--- src/rtl/nco_lockin_accum_pkg.sv ---
// rtl/nco_lockin_accum_pkg.sv - shared widths, state encoding and saturation limits for the lock-in arm
package nco_lockin_pkg;

   localparam int DEFAULT_SIN_W  = 13;
   localparam int DEFAULT_ADC_W  = 14;
   localparam int DEFAULT_ACC_W  = 40;
   localparam int DEFAULT_LEN_W  = 16;
   localparam int DEFAULT_PROD_W = DEFAULT_SIN_W + DEFAULT_ADC_W;

   localparam logic signed [DEFAULT_ACC_W-1:0] ACC_MAX = {1'b0, {(DEFAULT_ACC_W-1){1'b1}}};
   localparam logic signed [DEFAULT_ACC_W-1:0] ACC_MIN = {1'b1, {(DEFAULT_ACC_W-1){1'b0}}};

   typedef enum logic [1:0] {
      IDLE  = 2'd0,
      RUN   = 2'd1,
      FLUSH = 2'd2,
      DONE  = 2'd3
   } state_t;

endpackage

--- src/rtl/nco_lockin_accum_if.sv ---
// rtl/nco_lockin_accum_if.sv - sample, control and result signals of one lock-in arm
interface nco_lockin_accum_if
   import nco_lockin_pkg::*;
#(
   parameter int SIN_W = DEFAULT_SIN_W,
   parameter int ADC_W = DEFAULT_ADC_W,
   parameter int ACC_W = DEFAULT_ACC_W,
   parameter int LEN_W = DEFAULT_LEN_W
) ();

   logic                     start;
   logic [LEN_W-1:0]         integ_len;
   logic                     sin_valid;
   logic signed [SIN_W-1:0]  sin_val;
   logic signed [ADC_W-1:0]  adc_data;
   logic                     busy;
   logic                     res_valid;
   logic signed [ACC_W-1:0]  res_data;
   logic                     overflow;

   modport master (
      output start, integ_len, sin_valid, sin_val, adc_data,
      input  busy, res_valid, res_data, overflow
   );

   modport slave (
      input  start, integ_len, sin_valid, sin_val, adc_data,
      output busy, res_valid, res_data, overflow
   );

endinterface

--- src/rtl/nco_lockin_accum_mac_sat.sv ---
// rtl/nco_lockin_accum_mac_sat.sv - registered signed product feeding a saturating accumulator with sticky overflow
module lockin_mac_sat #(
   parameter int SIN_W = 13,
   parameter int ADC_W = 14,
   parameter int ACC_W = 40
) (
   input  logic                    clk,
   input  logic                    reset_n,
   input  logic                    clken,
   input  logic                    clear,
   input  logic                    in_vld,
   input  logic signed [SIN_W-1:0] a,
   input  logic signed [ADC_W-1:0] b,
   output logic signed [ACC_W-1:0] acc,
   output logic                    ovf
);

   localparam int PROD_W = SIN_W + ADC_W;
   localparam int SUM_W  = ACC_W + 1;

   logic signed [PROD_W-1:0] prod_q;
   logic                     prod_vld;
   logic [SUM_W-1:0]         sum;
   logic                     sat_hi;
   logic                     sat_lo;

   // One guard bit: disagreement between the top two sum bits means the true sum left the ACC_W range
   always_comb begin
      sum    = {acc[ACC_W-1], acc} + SUM_W'(prod_q);
      sat_hi = !sum[ACC_W] &&  sum[ACC_W-1];
      sat_lo =  sum[ACC_W] && !sum[ACC_W-1];
   end

   always_ff @(posedge clk) begin
      if (!reset_n) begin
         prod_q   <= '0;
         prod_vld <= 1'b0;
         acc      <= '0;
         ovf      <= 1'b0;
      end else if (clken) begin
         if (clear) begin
            prod_q   <= '0;
            prod_vld <= 1'b0;
            acc      <= '0;
            ovf      <= 1'b0;
         end else begin
            prod_vld <= in_vld;
            if (in_vld)
               prod_q <= PROD_W'(a) * PROD_W'(b);
            if (prod_vld) begin
               if (sat_hi)
                  acc <= {1'b0, {(ACC_W-1){1'b1}}};
               else if (sat_lo)
                  acc <= {1'b1, {(ACC_W-1){1'b0}}};
               else
                  acc <= sum[ACC_W-1:0];
               ovf <= ovf | sat_hi | sat_lo;
            end
         end
      end
   end

endmodule

--- src/rtl/nco_lockin_accum.sv ---
// rtl/nco_lockin_accum.sv - one quadrature arm of the lock-in demodulator: integrates NCO x ADC over integ_len samples
module nco_lockin_accum
   import nco_lockin_pkg::*;
#(
   parameter int SIN_W = DEFAULT_SIN_W,
   parameter int ADC_W = DEFAULT_ADC_W,
   parameter int ACC_W = DEFAULT_ACC_W,
   parameter int LEN_W = DEFAULT_LEN_W
) (
   input  logic               clk,
   input  logic               reset_n,
   input  logic               clken,
   nco_lockin_accum_if.slave  bus
);

   state_t                   state;
   state_t                   state_next;
   logic [LEN_W-1:0]         len_q;
   logic [LEN_W-1:0]         count_q;
   logic                     mac_clear;
   logic                     mac_in_vld;
   logic signed [ACC_W-1:0]  acc;
   logic                     ovf;
   logic                     res_valid_q;
   logic signed [ACC_W-1:0]  res_data_q;
   logic                     overflow_q;

   always_ff @(posedge clk) begin
      if (!reset_n)
         state <= IDLE;
      else if (clken)
         state <= state_next;
   end

   // FLUSH lasts exactly one edge: the last product is always pending when RUN exits
   always_comb begin
      state_next = state;
      mac_clear  = 1'b0;
      mac_in_vld = 1'b0;
      case (state)
         IDLE: begin
            if (bus.start && bus.integ_len != '0) begin
               mac_clear  = 1'b1;
               state_next = RUN;
            end
         end
         RUN: begin
            if (bus.sin_valid) begin
               mac_in_vld = 1'b1;
               if (count_q + LEN_W'(1) == len_q)
                  state_next = FLUSH;
            end
         end
         FLUSH:   state_next = DONE;
         DONE:    state_next = IDLE;
         default: state_next = IDLE;
      endcase
   end

   always_ff @(posedge clk) begin
      if (!reset_n) begin
         len_q       <= '0;
         count_q     <= '0;
         res_valid_q <= 1'b0;
         res_data_q  <= '0;
         overflow_q  <= 1'b0;
      end else if (clken) begin
         if (mac_clear) begin
            len_q   <= bus.integ_len;
            count_q <= '0;
         end else if (mac_in_vld) begin
            count_q <= count_q + LEN_W'(1);
         end
         res_valid_q <= (state == DONE);
         if (state == DONE) begin
            res_data_q <= acc;
            overflow_q <= ovf;
         end
      end
   end

   lockin_mac_sat #(
      .SIN_W (SIN_W),
      .ADC_W (ADC_W),
      .ACC_W (ACC_W)
   ) u_mac (
      .clk     (clk),
      .reset_n (reset_n),
      .clken   (clken),
      .clear   (mac_clear),
      .in_vld  (mac_in_vld),
      .a       (bus.sin_val),
      .b       (bus.adc_data),
      .acc     (acc),
      .ovf     (ovf)
   );

   assign bus.busy      = (state != IDLE);
   assign bus.res_valid = res_valid_q;
   assign bus.res_data  = res_data_q;
   assign bus.overflow  = overflow_q;

endmodule

--- src/flat_wrapper.sv ---
// flat-port wrapper written by rule: the top's interface ports become plain ports
module nco_lockin_accum_flat import nco_lockin_pkg::*;
#(
   parameter int SIN_W = DEFAULT_SIN_W,
   parameter int ADC_W = DEFAULT_ADC_W,
   parameter int ACC_W = DEFAULT_ACC_W,
   parameter int LEN_W = DEFAULT_LEN_W
)
  (clk, reset_n, clken, bus_start, bus_integ_len, bus_sin_valid, bus_sin_val, bus_adc_data, bus_busy, bus_res_valid, bus_res_data, bus_overflow);
  nco_lockin_accum_if #(.SIN_W(SIN_W), .ADC_W(ADC_W), .ACC_W(ACC_W), .LEN_W(LEN_W)) bus_i ();
  input  logic clk;
  input  logic reset_n;
  input  logic clken;
  input wire logic [$bits(bus_i.start)-1:0] bus_start;
  input wire logic [$bits(bus_i.integ_len)-1:0] bus_integ_len;
  input wire logic [$bits(bus_i.sin_valid)-1:0] bus_sin_valid;
  input wire logic [$bits(bus_i.sin_val)-1:0] bus_sin_val;
  input wire logic [$bits(bus_i.adc_data)-1:0] bus_adc_data;
  output wire logic [$bits(bus_i.busy)-1:0] bus_busy;
  output wire logic [$bits(bus_i.res_valid)-1:0] bus_res_valid;
  output wire logic [$bits(bus_i.res_data)-1:0] bus_res_data;
  output wire logic [$bits(bus_i.overflow)-1:0] bus_overflow;
  assign bus_i.start = bus_start;
  assign bus_i.integ_len = bus_integ_len;
  assign bus_i.sin_valid = bus_sin_valid;
  assign bus_i.sin_val = bus_sin_val;
  assign bus_i.adc_data = bus_adc_data;
  assign bus_busy = bus_i.busy;
  assign bus_res_valid = bus_i.res_valid;
  assign bus_res_data = bus_i.res_data;
  assign bus_overflow = bus_i.overflow;
  nco_lockin_accum #(.SIN_W(SIN_W), .ADC_W(ADC_W), .ACC_W(ACC_W), .LEN_W(LEN_W)) u_core (.clk(clk), .reset_n(reset_n), .clken(clken), .bus(bus_i));
endmodule
--- config.mk ---
export PLATFORM = sky130hd
export DESIGN_NAME = nco_lockin_accum_flat
export DESIGN_NICKNAME = d
export VERILOG_FILES = /design/src/rtl/nco_lockin_accum_pkg.sv /design/src/rtl/nco_lockin_accum_if.sv /design/src/rtl/nco_lockin_accum_mac_sat.sv /design/src/rtl/nco_lockin_accum.sv /design/src/flat_wrapper.sv
export SDC_FILE = /design/constraint.sdc
export NUM_CORES = 1
export LEC_CHECK = 0
export CAP_MARGIN = 10
export CORE_AREA = 2 2 180 217
export DETAILED_ROUTE_END_ITERATION = 8
export DIE_AREA = 0 0 182 219
export HOLD_SLACK_MARGIN = 0.06
export PLACE_DENSITY = 0.67
export SETUP_SLACK_MARGIN = 0.2
export SLEW_MARGIN = 20
export SYNTH_ARGS = -nofsm -noshare
export SYNTH_HDL_FRONTEND = slang
export SYNTH_SLANG_ARGS = --single-unit
--- constraint.sdc ---
create_clock -name clk -period 8.18 [get_ports clk]
set_input_delay 1.636 -clock clk [delete_from_list [all_inputs] [get_ports clk]]
set_output_delay 1.636 -clock clk [all_outputs]
set_load 0.03 [all_outputs]
==> impl_summary.log <==
[metrics] number of buffers added on ports: 90
[metrics] post-cts sizing count: 0
[metrics] Setup violations, final: 0
[metrics] actual slew at the worst max-slew pin: 1.03 ns
[metrics] number of design rule violations left after detail routing: 0
[metrics] total of warnings raised by yosys: 0
[metrics] power density relative to cell area: 328 nW/um^2
[metrics] TritonCTS clock tree: yes
[metrics] share of post-route cells with drive strength above 1: 0.0429
[metrics] count of pins over their slew limit: 0
[metrics] Fin. Hold Viols: 0
[metrics] register-to-register setup slack: 3.87 ns
[metrics] Primary FF master, synth: sky130_fd_sc_hd__dfxtp_1
[metrics] insertion delay of the later-clocked pin in the worst-skew pair: 0.44 ns
[metrics] vias in the first global route: 13000
[metrics] number of levels in the clock H-tree: 4
[metrics] Initial Util: 0.398
[metrics] GRT overflow: 0
[metrics] worst path setup slack after routing: 0.584 ns
[metrics] number of buffers inserted during clock tree synthesis: 17
[metrics] gate count after technology mapping: 1810
[metrics] overall via count from detail_route: 12600
[metrics] Setup CP Type: input port to register
[metrics] worst path arrival time: 7.91 ns
[metrics] cell types occupying the most area after synthesis: sky130_fd_sc_hd__fa_1 23%, sky130_fd_sc_hd__dfxtp_1 19%, sky130_fd_sc_hd__ha_1 9.6%
[metrics] synthesis-to-layout area growth: 13.0%
[metrics] die outline height: 219 um
[metrics] share of the synthesized area in the top cell type: 0.233
[metrics] worst hold path type: register to register
[metrics] clock-pin transition on the worst setup and hold timing paths: 0.06 ns
[metrics] Row Count: 78
[metrics] cell accounting for the most synthesized area: sky130_fd_sc_hd__fa_1
[metrics] Clock Sink Count: 145
[metrics] fraction of the yosys area taken by sequential cells: 0.194
[metrics] number of buffers inserted for hold repair after clock tree synthesis: 0
[metrics] All-Layer GR Usage: 0.199
[metrics] Max-slew headroom: 0.310
[metrics] post-route ant nets: 0
[metrics] iteration-0 DRC count of the detailed router: 885
[metrics] largest driver fanout on the critical path: 14
[metrics] HPWL after DPL: 29.5 mm
[metrics] launching element type of the critical path: input port
[metrics] initial antenna violation count: 1
[metrics] die footprint: 39900 um^2
[metrics] part of the cycle the worst path needs: 0.929
[metrics] wire length of the first global-routing pass: 64.2 mm
[metrics] overall routed net length: 38.1 mm
[metrics] final-stage net count: 2188
[metrics] achievable clock frequency: 0.132 GHz
[metrics] placeable core area: 37700 um^2
[metrics] ports placed on the boundary: 91
[metrics] maximum number of pins on one net before global-route repair: 87
[metrics] number of distinct library cells after synthesis: 73
[metrics] count of filler cells inserted in the layout: 3710
[metrics] last weighted congestion value of the routability-driven placer: 0.908
[metrics] Fin Hold WS: 0.454 ns
[metrics] maximum buffer depth of the clock tree: 2
[metrics] Peak supply drop: 0.475 mV
[metrics] fraction of registers with async set/reset: 0
[metrics] critical path required time: 8.50 ns
[metrics] die outline width: 182 um
[metrics] count of flip-flops with a built-in enable after synthesis: 0
[metrics] vias per inst: 5.39
[metrics] average instance area after synthesis: 8.27 um^2
[metrics] average routed wire per standard cell: 16.2 um
[metrics] aggregate negative setup slack: 0 ns
[metrics] flop and latch count out of synthesis: 145
[metrics] Post-Syn Area: 15000 um^2
[metrics] number of nets produced by synthesis: 2147
[metrics] drt first pass iters: 5
[metrics] pre-CTS setup slack: 0.188 ns
[metrics] cell with the most instances after synthesis: sky130_fd_sc_hd__nand2_1
[metrics] Root Driver: sky130_fd_sc_hd__clkbuf_16
[metrics] count of buffers added by post-CTS timing repair for setup: 0
[metrics] Static Leak: 7.49 nW
[metrics] unrepaired setup endpoints after global routing: no
[metrics] maximum capacitance violations: 0
[metrics] Synth top cells by count: 314 x sky130_fd_sc_hd__nand2_1, 200 x sky130_fd_sc_hd__inv_1, 174 x sky130_fd_sc_hd__fa_1
[metrics] Final Critical Period: 7.60 ns
[metrics] Worst setup EP type: register
[metrics] status: finished clean
[metrics] worst clock skew: 0.0174 ns
==> per-stage QoR <==
| step | area [um^2] | cells | utilization | power (mW) |
|---|---|---|---|---|
| global placement | 16300 | 2312 | 0.432 | 4.68 |
| CTS | 16900 | 2344 | 0.449 | 5.60 |
| finish | 16900 | 2345 | 0.449 | 5.54 |
| detailed placement | 16300 | 2312 | 0.432 | 4.73 |
| global route | 16900 | 2344 | 0.449 | 6.21 |
| floorplan | 15000 | 1810 | - | 3.87 |
==> power by group <==
part	internal (mW)	switching, mW
Sequential	0.729	0.0286
Combinational	1.73	2.22
Clock	0.474	0.357
==> area by class of cell <==
type,count,area [um^2],area share
Multi-Input combinational cell,1370,10900,0.646
Tap cell,480,601,0.0355
Antenna cell,1,2.50,0.000148
Clock buffer,18,439,0.0260
Timing Repair Buffer,117,1110,0.0654
Sequential cell,145,2900,0.172
Inverter,200,753,0.0445
Clock inverter,14,186,0.0110
==> layout by cell type (no fill, tap or decap), types with 7 or more instances in the layout <==
cell type	netlist	routed
sky130_fd_sc_hd__and2_1	87	87
sky130_fd_sc_hd__fa_1	174	174
sky130_fd_sc_hd__ha_1	115	115
sky130_fd_sc_hd__o21bai_1	15	15
sky130_fd_sc_hd__a21oi_1	135	135
sky130_fd_sc_hd__nor3_1	17	17
sky130_fd_sc_hd__nor2_1	87	87
sky130_fd_sc_hd__nand4_1	15	15
sky130_fd_sc_hd__nand2b_1	8	8
sky130_fd_sc_hd__nor4_1	10	10
sky130_fd_sc_hd__or3_1	8	8
sky130_fd_sc_hd__a31oi_1	40	40
sky130_fd_sc_hd__a211oi_1	8	8
sky130_fd_sc_hd__inv_1	200	199
sky130_fd_sc_hd__a21o_1	35	35
sky130_fd_sc_hd__dfxtp_1	145	145
sky130_fd_sc_hd__nand2_1	314	314
sky130_fd_sc_hd__and3_1	9	9
sky130_fd_sc_hd__buf_4	2	27
sky130_fd_sc_hd__clkbuf_16	0	17
sky130_fd_sc_hd__nand3b_1	7	7
sky130_fd_sc_hd__clkdlybuf4s50_1	0	89
sky130_fd_sc_hd__nand3_1	45	45
sky130_fd_sc_hd__xnor2_1	55	55
sky130_fd_sc_hd__a22oi_1	22	22
sky130_fd_sc_hd__xor2_1	28	28
sky130_fd_sc_hd__o21ai_0	40	39
==> flip-flops by register name (all words and copies together), names as in the netlist <==
register and flops:
u_core.len_q 16, u_core.count_q 16, u_core.bus.res_data 40, u_core.state 2, u_core.bus.overflow 1, u_core.u_mac.ovf 1, u_core.u_mac.prod_q 27, u_core.u_mac.prod_vld 1
u_core.bus.res_valid 1, u_core.u_mac.acc 40
==> final timing paths <==
path                                                           start                                   end  cells past startpoint
worst max-delay path                                  bus_sin_val[2]  u_core.u_mac.prod_q[25]$_SDFFE_PN0P_                     21
worst min-delay path            u_core.bus.res_data[13]$_SDFFE_PN0P_  u_core.bus.res_data[13]$_SDFFE_PN0P_                      2
worst max register to register  u_core.u_mac.prod_q[26]$_SDFFE_PN0P_     u_core.u_mac.acc[38]$_SDFFE_PN0P_                      9
worst min register to register  u_core.bus.res_data[13]$_SDFFE_PN0P_  u_core.bus.res_data[13]$_SDFFE_PN0P_                      2
==> routing by layer <==
layer  track usage  part of all wire
met5             0                 0
met4        0.0675             0.025
met3        0.0217             0.042
met2         0.363              0.51
met1         0.244              0.43
==> logic make-up after synthesis <==
logic type,Yosys count,synth area share
XOR/XNOR,83,0.0485
multiplexers,2,0.00134
adder cells (fa/ha/maj),289,0.329
AND/OR/NAND/NOR,628,0.193
flip-flops,145,0.194
AO/OA/AOI/OAI,368,0.157
buffers and inverters,295,0.0771
==> critical path, cell delays in order <==
cell	delay [ns]
sky130_fd_sc_hd__clkdlybuf4s50_1	0.79
sky130_fd_sc_hd__and2_1	0.24
sky130_fd_sc_hd__inv_1	0.06
sky130_fd_sc_hd__fa_1	0.55
sky130_fd_sc_hd__fa_1	0.51
sky130_fd_sc_hd__fa_1	0.52
sky130_fd_sc_hd__inv_1	0.05
sky130_fd_sc_hd__fa_1	0.47
sky130_fd_sc_hd__fa_1	0.49
sky130_fd_sc_hd__ha_1	0.31
sky130_fd_sc_hd__ha_1	0.37
sky130_fd_sc_hd__a21o_1	0.22
sky130_fd_sc_hd__a21oi_1	0.21
sky130_fd_sc_hd__nand2_1	0.08
sky130_fd_sc_hd__a311oi_1	0.42
sky130_fd_sc_hd__nor3_1	0.12
sky130_fd_sc_hd__a2111oi_0	0.41
sky130_fd_sc_hd__buf_4	0.19
sky130_fd_sc_hd__a21oi_1	0.07
sky130_fd_sc_hd__xnor2_1	0.12
sky130_fd_sc_hd__o21ai_0	0.08
Power figures use the tool's default switching activity.
